`config.mk`:
```
export PLATFORM = sky130hd
export DESIGN_NAME = sata_host_oobfsm_flat
export DESIGN_NICKNAME = d
export VERILOG_FILES = /design/src/rtl/sata_host_oobfsm_if.sv /design/src/rtl/sata_host_oobfsm.sv /design/src/flat_wrapper.sv
export SDC_FILE = /design/constraint.sdc
export NUM_CORES = 1
export LEC_CHECK = 0
export BUFFER_PORTS_ARGS = -buffer_cell sky130_fd_sc_hd__buf_2
export CAP_MARGIN = 20
export CORE_MARGIN = 2
export CORE_UTILIZATION = 25
export CTS_BUF_LIST = sky130_fd_sc_hd__clkbuf_8 sky130_fd_sc_hd__clkbuf_16
export DETAILED_ROUTE_END_ITERATION = 7
export SLEW_MARGIN = 25
export SYNTH_ARGS = -nofsm -noshare
export SYNTH_HDL_FRONTEND = slang
export SYNTH_SLANG_ARGS = --single-unit
```
`constraint.sdc`:
```
create_clock -name i_clk -period 8.9 [get_ports i_clk]
set_input_delay 1.335 -clock i_clk [delete_from_list [all_inputs] [get_ports i_clk]]
set_output_delay 1.335 -clock i_clk [all_outputs]
set_load 0.005 [all_outputs]
```
`src/rtl/sata_host_oobfsm_if.sv`:
```
// sata_host_oobfsm_if: OOB handshake bus; master = host FSM, slave = device/receive side
interface sata_host_oobfsm_if;
  logic       i_comreset_req;
  logic       i_cominit_det;
  logic       i_comwake_det;
  logic       i_align_det;
  logic       i_sync_det;
  logic       o_tx_elecidle;
  logic       o_tx_burst;
  logic       o_tx_d10_2;
  logic       o_tx_align;
  logic       o_link_up;
  logic [2:0] o_state;
  logic [7:0] o_retries;
  modport master (
    input  i_comreset_req, i_cominit_det, i_comwake_det, i_align_det, i_sync_det,
    output o_tx_elecidle, o_tx_burst, o_tx_d10_2, o_tx_align, o_link_up, o_state, o_retries
  );
  modport slave (
    output i_comreset_req, i_cominit_det, i_comwake_det, i_align_det, i_sync_det,
    input  o_tx_elecidle, o_tx_burst, o_tx_d10_2, o_tx_align, o_link_up, o_state, o_retries
  );
endinterface

```
`src/rtl/sata_host_oobfsm.sv`:
```
// sata_host_oobfsm: host SATA OOB sequencer (COMRESET, COMWAKE, D10.2, ALIGN, ready); ports i_clk, i_reset, bus (master)
module sata_host_oobfsm #(
  parameter int BURST_CYCLES  = 16,
  parameter int RESET_GAP     = 48,
  parameter int WAKE_GAP      = 16,
  parameter int NBURSTS       = 6,
  parameter int RETRY_CYCLES  = 4096,
  parameter int ALIGN_TIMEOUT = 8192
) (
  input logic                i_clk,
  input logic                i_reset,
  sata_host_oobfsm_if.master bus
);
  typedef enum logic [2:0] {
    IDLE, COMRESET, WAIT_COMINIT, COMWAKE, WAIT_COMWAKE, SEND_D10, SEND_ALIGN, READY
  } state_t;
  localparam int M1   = RETRY_CYCLES > ALIGN_TIMEOUT ? RETRY_CYCLES : ALIGN_TIMEOUT;
  localparam int M2   = BURST_CYCLES > RESET_GAP ? BURST_CYCLES : RESET_GAP;
  localparam int M3   = M2 > WAKE_GAP ? M2 : WAKE_GAP;
  localparam int MAXC = M1 > M3 ? M1 : M3;
  localparam int CW   = $clog2(MAXC);
  localparam int IW   = $clog2(NBURSTS + 1);
  state_t          r_state, w_state;
  logic            r_gap, w_gap, r_armed, w_armed, r_cw_q;
  logic            w_retry, w_restart, w_phase_end, w_fall;
  logic [CW-1:0]   r_cnt, w_cnt;
  logic [IW-1:0]   r_idx, w_idx;
  logic [7:0]      r_retries;
  logic            r_elecidle, r_burst, r_d10, r_align, r_link;
  always_comb begin
    w_phase_end = r_cnt == CW'(r_gap ? (r_state == COMRESET ? RESET_GAP : WAKE_GAP) - 1 : BURST_CYCLES - 1);
    w_fall      = r_armed & r_cw_q & ~bus.i_comwake_det;
    w_state     = r_state;
    w_gap       = r_gap;
    w_idx       = r_idx;
    w_cnt       = r_cnt;
    w_retry     = 1'b0;
    w_armed     = r_armed | (bus.i_comwake_det & ~r_cw_q);
    case (r_state)
      IDLE: w_state = COMRESET;
      COMRESET, COMWAKE: begin
        w_cnt = w_phase_end ? '0 : r_cnt + 1'b1;
        w_gap = r_gap ^ w_phase_end;
        if (w_phase_end && r_gap) begin
          w_idx = r_idx + 1'b1;
          if (r_idx == IW'(NBURSTS - 1)) w_state = r_state == COMRESET ? WAIT_COMINIT : WAIT_COMWAKE;
        end
      end
      WAIT_COMINIT: begin
        w_cnt   = r_cnt + 1'b1;
        w_retry = ~bus.i_cominit_det && r_cnt == CW'(RETRY_CYCLES - 1);
        w_state = bus.i_cominit_det ? COMWAKE : w_retry ? COMRESET : r_state;
      end
      WAIT_COMWAKE: begin
        w_cnt   = r_cnt + 1'b1;
        w_retry = ~w_fall && r_cnt == CW'(RETRY_CYCLES - 1);
        w_state = w_fall ? SEND_D10 : w_retry ? COMRESET : r_state;
      end
      SEND_D10: begin
        w_cnt   = r_cnt + 1'b1;
        w_retry = ~bus.i_align_det && r_cnt == CW'(ALIGN_TIMEOUT - 1);
        w_state = bus.i_align_det ? SEND_ALIGN : w_retry ? COMRESET : r_state;
      end
      SEND_ALIGN: w_state = bus.i_sync_det ? READY : r_state;
      READY:      w_state = bus.i_cominit_det ? COMRESET : r_state;
      default:    w_state = IDLE;
    endcase
    w_restart = bus.i_comreset_req && r_state != IDLE;
    if (w_restart) begin
      w_state = COMRESET;
      w_retry = 1'b0;
    end
    // any entry (including COMRESET re-entry on request) restarts timer, burst index and edge arming
    if (w_restart || w_state != r_state) begin
      w_cnt   = '0;
      w_gap   = 1'b0;
      w_idx   = '0;
      w_armed = 1'b0;
    end
  end
  always_ff @(posedge i_clk) begin
    if (i_reset) begin
      r_state    <= IDLE;
      r_gap      <= 1'b0;
      r_cnt      <= '0;
      r_idx      <= '0;
      r_armed    <= 1'b0;
      r_cw_q     <= 1'b0;
      r_retries  <= '0;
      r_elecidle <= 1'b1;
      r_burst    <= 1'b0;
      r_d10      <= 1'b0;
      r_align    <= 1'b0;
      r_link     <= 1'b0;
    end else begin
      r_state    <= w_state;
      r_gap      <= w_gap;
      r_cnt      <= w_cnt;
      r_idx      <= w_idx;
      r_armed    <= w_armed;
      r_cw_q     <= bus.i_comwake_det;
      r_retries  <= r_retries + {7'd0, w_retry && r_retries != 8'hFF};
      r_elecidle <= w_state inside {IDLE, WAIT_COMINIT, WAIT_COMWAKE} || ((w_state == COMRESET || w_state == COMWAKE) && w_gap);
      r_burst    <= (w_state == COMRESET || w_state == COMWAKE) && !w_gap;
      r_d10      <= w_state == SEND_D10;
      r_align    <= w_state == SEND_ALIGN;
      r_link     <= w_state == READY;
    end
  end
  assign bus.o_state       = r_state;
  assign bus.o_retries     = r_retries;
  assign bus.o_tx_elecidle = r_elecidle;
  assign bus.o_tx_burst    = r_burst;
  assign bus.o_tx_d10_2    = r_d10;
  assign bus.o_tx_align    = r_align;
  assign bus.o_link_up     = r_link;
endmodule

```
`src/flat_wrapper.sv`:
```
// flat-port wrapper written by rule: the top's interface ports become plain ports
module sata_host_oobfsm_flat 
#(
  parameter int BURST_CYCLES  = 16,
  parameter int RESET_GAP     = 48,
  parameter int WAKE_GAP      = 16,
  parameter int NBURSTS       = 6,
  parameter int RETRY_CYCLES  = 4096,
  parameter int ALIGN_TIMEOUT = 8192
)
  (i_clk, i_reset, bus_i_comreset_req, bus_i_cominit_det, bus_i_comwake_det, bus_i_align_det, bus_i_sync_det, bus_o_tx_elecidle, bus_o_tx_burst, bus_o_tx_d10_2, bus_o_tx_align, bus_o_link_up, bus_o_state, bus_o_retries);
  sata_host_oobfsm_if bus_i ();
  input logic i_clk;
  input logic i_reset;
  input wire logic [$bits(bus_i.i_comreset_req)-1:0] bus_i_comreset_req;
  input wire logic [$bits(bus_i.i_cominit_det)-1:0] bus_i_cominit_det;
  input wire logic [$bits(bus_i.i_comwake_det)-1:0] bus_i_comwake_det;
  input wire logic [$bits(bus_i.i_align_det)-1:0] bus_i_align_det;
  input wire logic [$bits(bus_i.i_sync_det)-1:0] bus_i_sync_det;
  output wire logic [$bits(bus_i.o_tx_elecidle)-1:0] bus_o_tx_elecidle;
  output wire logic [$bits(bus_i.o_tx_burst)-1:0] bus_o_tx_burst;
  output wire logic [$bits(bus_i.o_tx_d10_2)-1:0] bus_o_tx_d10_2;
  output wire logic [$bits(bus_i.o_tx_align)-1:0] bus_o_tx_align;
  output wire logic [$bits(bus_i.o_link_up)-1:0] bus_o_link_up;
  output wire logic [$bits(bus_i.o_state)-1:0] bus_o_state;
  output wire logic [$bits(bus_i.o_retries)-1:0] bus_o_retries;
  assign bus_i.i_comreset_req = bus_i_comreset_req;
  assign bus_i.i_cominit_det = bus_i_cominit_det;
  assign bus_i.i_comwake_det = bus_i_comwake_det;
  assign bus_i.i_align_det = bus_i_align_det;
  assign bus_i.i_sync_det = bus_i_sync_det;
  assign bus_o_tx_elecidle = bus_i.o_tx_elecidle;
  assign bus_o_tx_burst = bus_i.o_tx_burst;
  assign bus_o_tx_d10_2 = bus_i.o_tx_d10_2;
  assign bus_o_tx_align = bus_i.o_tx_align;
  assign bus_o_link_up = bus_i.o_link_up;
  assign bus_o_state = bus_i.o_state;
  assign bus_o_retries = bus_i.o_retries;
  sata_host_oobfsm #(.BURST_CYCLES(BURST_CYCLES), .RESET_GAP(RESET_GAP), .WAKE_GAP(WAKE_GAP), .NBURSTS(NBURSTS), .RETRY_CYCLES(RETRY_CYCLES), .ALIGN_TIMEOUT(ALIGN_TIMEOUT)) u_core (.i_clk(i_clk), .i_reset(i_reset), .bus(bus_i));
endmodule
```
==> flow_summary.ini, run 1 <==
[placed_design]
dp_hpwl_mm = 3.02
place_congestion = 0.816
port_buffers = 22

[floorplan]
fp.dieArea_mm2 = 0.00846
ios = 23
coreArea_mm2 = 0.00761
initial_utilization = 0.254
placementRows = 32
die_w_um = 92.0
die_h_um = 92.0

[clock_tree]
tritoncts = built
clock_sinks = 35
cts_buffer_depth = 2
clkTransAtPathRegs_ns = 0.08
cts_root_buf = clkbuf_8
ctsResizeCount = 0
cts_setup_buffers = 0
ctsHtreeMaxLevel = 2
clk_latency_ns = 0.29
cts-buffers-inserted = 5
cts_hold_buf = 0

[global_route]
grt_pass1_wl_mm = 7.36
gr-total-overflow = 0
grt_usage = 0.107
first_global_vias = 1590
grt_max_degree = 22
antenna_found_initial = 0

[power_and_ir_drop]
p_leak_nw = 0.831
ir_drop_v = 0.0000508
power.density_mw_per_mm2 = 132

[critical_path]
cp-start-kind = flip-flop
crit_chain = nor4bb_1, xor2_1, nor4_1, ha_1, and3_1, a211oi_1, o31a_1, a211oi_4, o211ai_4, a311oi_2
crit_fanout = 20
path_buf_inv = 0
cp.arrival_ns = 3.67
cpMaxStageDelayCell = dfxtp_1
crit_start = u_core.bus.o_state[0]
critPathMaxStageDelay_ns = 0.70
cp.required_ns = 9.11
worstSetupPathType = reg -> reg
r2r_start = u_core.bus.o_state[0]
cp-end-kind = flip-flop
cpLargestDelayFamily = compound AO/OA/AOI/OAI gates

[drt]
routed_wl_mm = 4.22
drc = 0
drtAntennaViolNets = 0
vias = 1650
via_per_inst = 4.66
drtIter0Drc = 73
wl_per_cell_um = 11.9
first_pass_iters = 4

[layout]
layout-drive-gt1-share = 0.155
final_cell_mix = 35 x dfxtp_1, 34 x nor2_1, 24 x nand2_1
final_nets = 264
final_common_cell = dfxtp_1
antenna_cells = 0
final_util = 0.291
area_delta_synth_final_pct = 14.3

[yosys]
synth_cell_types = 49
synth_flop_cell = dfxtp_1
syn_area_per_cell_um2 = 8.38
synthesis.area_mm2 = 0.00194
synth-edff-count = 0
synth_top_area_share = 0.362
ys_ff_latch = 35
syn_nets = 244
postSynthCellCount = 231
ys_warn_count = 0
yosysSeqAreaShare = 0.362
yosys.area.top_type = dfxtp_1
async_flop_share = 0
synthTopCellsByArea = dfxtp_1 36%, nor2_1 6.6%, nand2_1 4.7%, xor2_1 4.5%, ha_1 3.9%

[timing]
post-route-period-util = 0.389
relSlewSlack = 0.540
fin_setup_tns_ns = 0
period_needed_ns = 3.46
max_clock_freq_mhz = 289
setup_viol = 0
final_max_slew_viol_count = 0
rsz0062_at_grt = no
tightest_slew_ns = 0.689
skew_ns = 0.00405
hold_violations = 0

[worst_hold_path]
hp-class = reg -> reg
min_from = u_core.r_cnt[1]

[outcome]
status = finished clean

[run]
drv_cap = 0
worst paths after layout:
path | slack [ns] | depth (start not counted) | end
setup / recovery | 5.44 | 10 | u_core.r_idx[1]
hold / removal | 0.48 | 2 | u_core.r_cnt[1]
setup reg to reg | 5.44 | 10 | u_core.r_idx[1]
hold reg to reg | 0.48 | 2 | u_core.r_cnt[1]
where the power goes:
group          internal [mW]  switching [mW]  leakage [nW]
sequential             0.158         0.00156         0.283
clock                 0.0559          0.0647        0.0443
combinational        0.00476         0.00787         0.503
cell type report:
class                           instances  area [µm²]
Timing Repair Buffer                   22         110
Clock buffer                            5        68.8
Tap cell                              102         128
Multi-Input combinational cell        179        1150
Inverter                                8        30.0
Sequential cell                        35         701
Fill cell                             832        5400
Clock inverter                          3        25.0
stage by stage:
stage | cell area [µm²] | power, mW | worst slack (ns) | hold slack, ns | cells
2_1_floorplan | 1940 | 0.172 | 6.03 | 0.437 | 231
3_3_place_gp | 2120 | 0.175 | 5.60 | 0.454 | 346
3_5_place_dp | 2120 | 0.176 | 5.45 | 0.464 | 346
4_1_cts | 2210 | 0.297 | 5.44 | 0.482 | 354
5_1_grt | 2210 | 0.304 | 5.05 | 0.509 | 354
6_report | 2210 | 0.293 | 5.44 | 0.479 | 354
cell families after synthesis:
group / after synthesis / synth area share
AO/OA/AOI/OAI: 37 / 0.147
AND/OR/NAND/NOR: 117 / 0.321
XOR/XNOR: 18 / 0.0814
multiplexers: 1 / 0.00517
buffers and inverters: 17 / 0.0440
flip-flops: 35 / 0.362
adder cells (fa/ha/maj): 6 / 0.0388
worst register-to-register path, stage by stage (launching register included):
cell and delay, ns:
dfxtp_1 0.70, nor4bb_1 0.35, xor2_1 0.14, nor4_1 0.33, ha_1 0.36, and3_1 0.22
a211oi_1 0.10, o31a_1 0.31, a211oi_4 0.32, o211ai_4 0.26, a311oi_2 0.29
registers in the layout, summed over array words and instances (netlist names):
register	count
u_core.bus.o_retries	8
u_core.r_cw_q	1
u_core.bus.o_tx_align	1
u_core.bus.o_link_up	1
u_core.r_idx	3
u_core.r_cnt	13
u_core.r_armed	1
u_core.bus.o_tx_d10_2	1
u_core.bus.o_tx_burst	1
u_core.r_gap	1
u_core.bus.o_state	3
u_core.bus.o_tx_elecidle	1
routing by layer:
metal / track usage / routed length (µm) / up-vias
met1: 0.144 / 2100 / 763
li1: - / - / 853
met4: 0.0410 / 66 / 0
met5: 0 / 0 / -
met2: 0.169 / 1920 / 29
met3: 0.0222 / 139 / 5
cell usage after synthesis (all sizes together), types with 2 or more instances:
cell type / instances
o21ai: 6
dfxtp: 35
nor4: 4
and3: 2
or3: 3
xor2: 10
inv: 8
a211oi: 6
nand3: 14
xnor2: 8
clkbuf: 2
nor3b: 3
ha: 6
o31a: 2
nor3: 7
nand2b: 3
nor4b: 2
buf: 7
or4: 2
nand3b: 2
a31oi: 2
a21oi: 10
nor2b: 7
nand2: 24
nand4: 4
or3b: 2
nor2: 35
(Power assumes the default switching activity.)
==> run 2, diff against run 1 <==
clock period = 3.3 ns   (was 8.9 ns; I/O delays follow)
==> run 2 against run 1 <==
Worst setup slack got worse by 5.2 ns. Register-to-register slack got worse by 5.2 ns. Die area unchanged. Critical path type unchanged. Critical endpoint is now u_core.r_cnt[12]. Highest routed layer unchanged.
==> flow_summary.ini, run 2 (same netlist as run 1, synthesis figures left out) <==
[outcome]
status = finished clean

[layout]
final_cell_mix = 35 x dfxtp_1, 34 x nor2_1, 24 x nand2_1
largest_register_ffs = 13
fillers = 834
final_nets = 271
final_util = 0.296
area_delta_synth_final_pct = 16.4
antenna_cells = 0
layout-drive-gt1-share = 0.170
regMostFlops = u_core.r_cnt
regArea_um2 = 701
multi_input_area_mm2 = 0.00115
final_common_cell = dfxtp_1

[global_route]
antenna_found_initial = 0
grt_usage = 0.103
grt_pass1_wl_mm = 7.18
gr-total-overflow = 0
first_global_vias = 1562
grt_max_degree = 21

[placed_design]
place_congestion = 0.808
dp_hpwl_mm = 3.22
port_buffers = 22

[floorplan]
die_w_um = 92.0
initial_utilization = 0.254
fp.dieArea_mm2 = 0.00846
coreArea_mm2 = 0.00761
placementRows = 32
ios = 23
die_h_um = 92.0

[clock_tree]
cts_root_buf = clkbuf_8
ctsResizeCount = 0
cts_hold_buf = 0
clk_latency_ns = 0.29
ctsHtreeMaxLevel = 2
cts_buffer_depth = 2
cts-buffers-inserted = 5
clock_sinks = 35
clkTransAtPathRegs_ns = 0.06
tritoncts = built
cts_setup_buffers = 0

[critical_path]
cp-end-kind = flip-flop
cpLargestDelayFamily = simple AND/OR/NAND/NOR gates
cp.arrival_ns = 3.20
path_buf_inv = 2
cp-start-kind = flip-flop
crit_fanout = 14
critPathMaxStageDelay_ns = 0.57
cp.required_ns = 3.47
crit_chain = or4_1, nor4_1, ha_1, buf_4, nand4b_1, a211oi_1, o32a_1, a211oi_4, o211ai_4, buf_4, nor2_1
cpMaxStageDelayCell = or4_1
crit_top_cell = buf_4
worstSetupPathType = reg -> reg

[timing]
skew_ns = 0.00927
final_max_slew_viol_count = 0
relSlewSlack = 0.564
hold_violations = 0
tightest_slew_ns = 0.645
max_clock_freq_mhz = 331
post-route-period-util = 0.917
period_needed_ns = 3.02
rsz0062_at_grt = no
setup_viol = 0
fin_setup_tns_ns = 0

[power_and_ir_drop]
ir_drop_v = 0.000113
p_leak_nw = 0.873
intPower_mw = 0.582
p_clk_frac = 0.380
comb_power_share = 0.051
swShare = 0.226
power.switching_mw = 0.170
power.density_mw_per_mm2 = 334
seq_power_share = 0.569

[drt]
vias = 1681
first_pass_iters = 4
met3WireLength_um = 177
drc = 0
drtAntennaViolNets = 0
dr.max_layer_used = met4
routed_wl_mm = 4.23
wl_met2_mm = 1.96
wl_per_cell_um = 11.7
via_per_inst = 4.66
met1Wirelength_mm = 2.03
drtIter0Drc = 65

[run]
drv_cap = 0

[worst_hold_path]
hp-class = in -> reg
run 2: cell count changes in the layout (fill, tap and decap cells not counted), sizes merged:
cell / change
clkinvlp: -1
buf: +7
clkinv: -1
inv: +2
run 2: layout make-up:
cell class | instances | area share
clock buffer | 5 | 0.0306
clock inverter | 3 | 0.00556
inverter | 8 | 0.0133
multi-input combinational | 179 | 0.511
sequential | 35 | 0.311
tap | 102 | 0.0567
timing repair buffer | 29 | 0.0722
run 2: worst paths after layout:
kind,cells past startpoint,startpoint,slack (ns),end
worst max-delay path,11,u_core.r_cnt[12],0.28,u_core.r_cnt[12]
worst max register to register,11,u_core.r_cnt[12],0.28,u_core.r_cnt[12]
worst min register to register,2,u_core.r_armed,0.48,u_core.r_armed
worst min-delay path,2,bus_i_comwake_det,0.46,u_core.r_cw_q
run 2: power groups by stage:
stage	logic [mW]	registers, mW	clock network, mW
floorplan	0.0261	0.437	0
global placement	0.0382	0.436	0
detailed placement	0.0384	0.437	0
CTS	0.0386	0.427	0.296
global route	0.0426	0.427	0.314
finish	0.0385	0.427	0.286
run 2: stage by stage:
| step | area, µm² | instances | hold WS (ns) | power (mW) | worst slack, ns |
|---|---|---|---|---|---|
| floorplan | 1940 | 231 | 0.437 | 0.463 | 0.432 |
| global placement | 2170 | 353 | 0.458 | 0.475 | 0.297 |
| detailed placement | 2170 | 353 | 0.466 | 0.475 | 0.268 |
| CTS | 2250 | 361 | 0.454 | 0.761 | 0.245 |
| global route | 2250 | 361 | 0.476 | 0.784 | 0.0530 |
| finish | 2250 | 361 | 0.458 | 0.751 | 0.275 |
run 2: metal layers:
layer	global-route usage	vias up
li1	-	869
met1	0.134	774
met2	0.172	32
met3	0.0173	6
met4	0.0373	0
met5	0	-
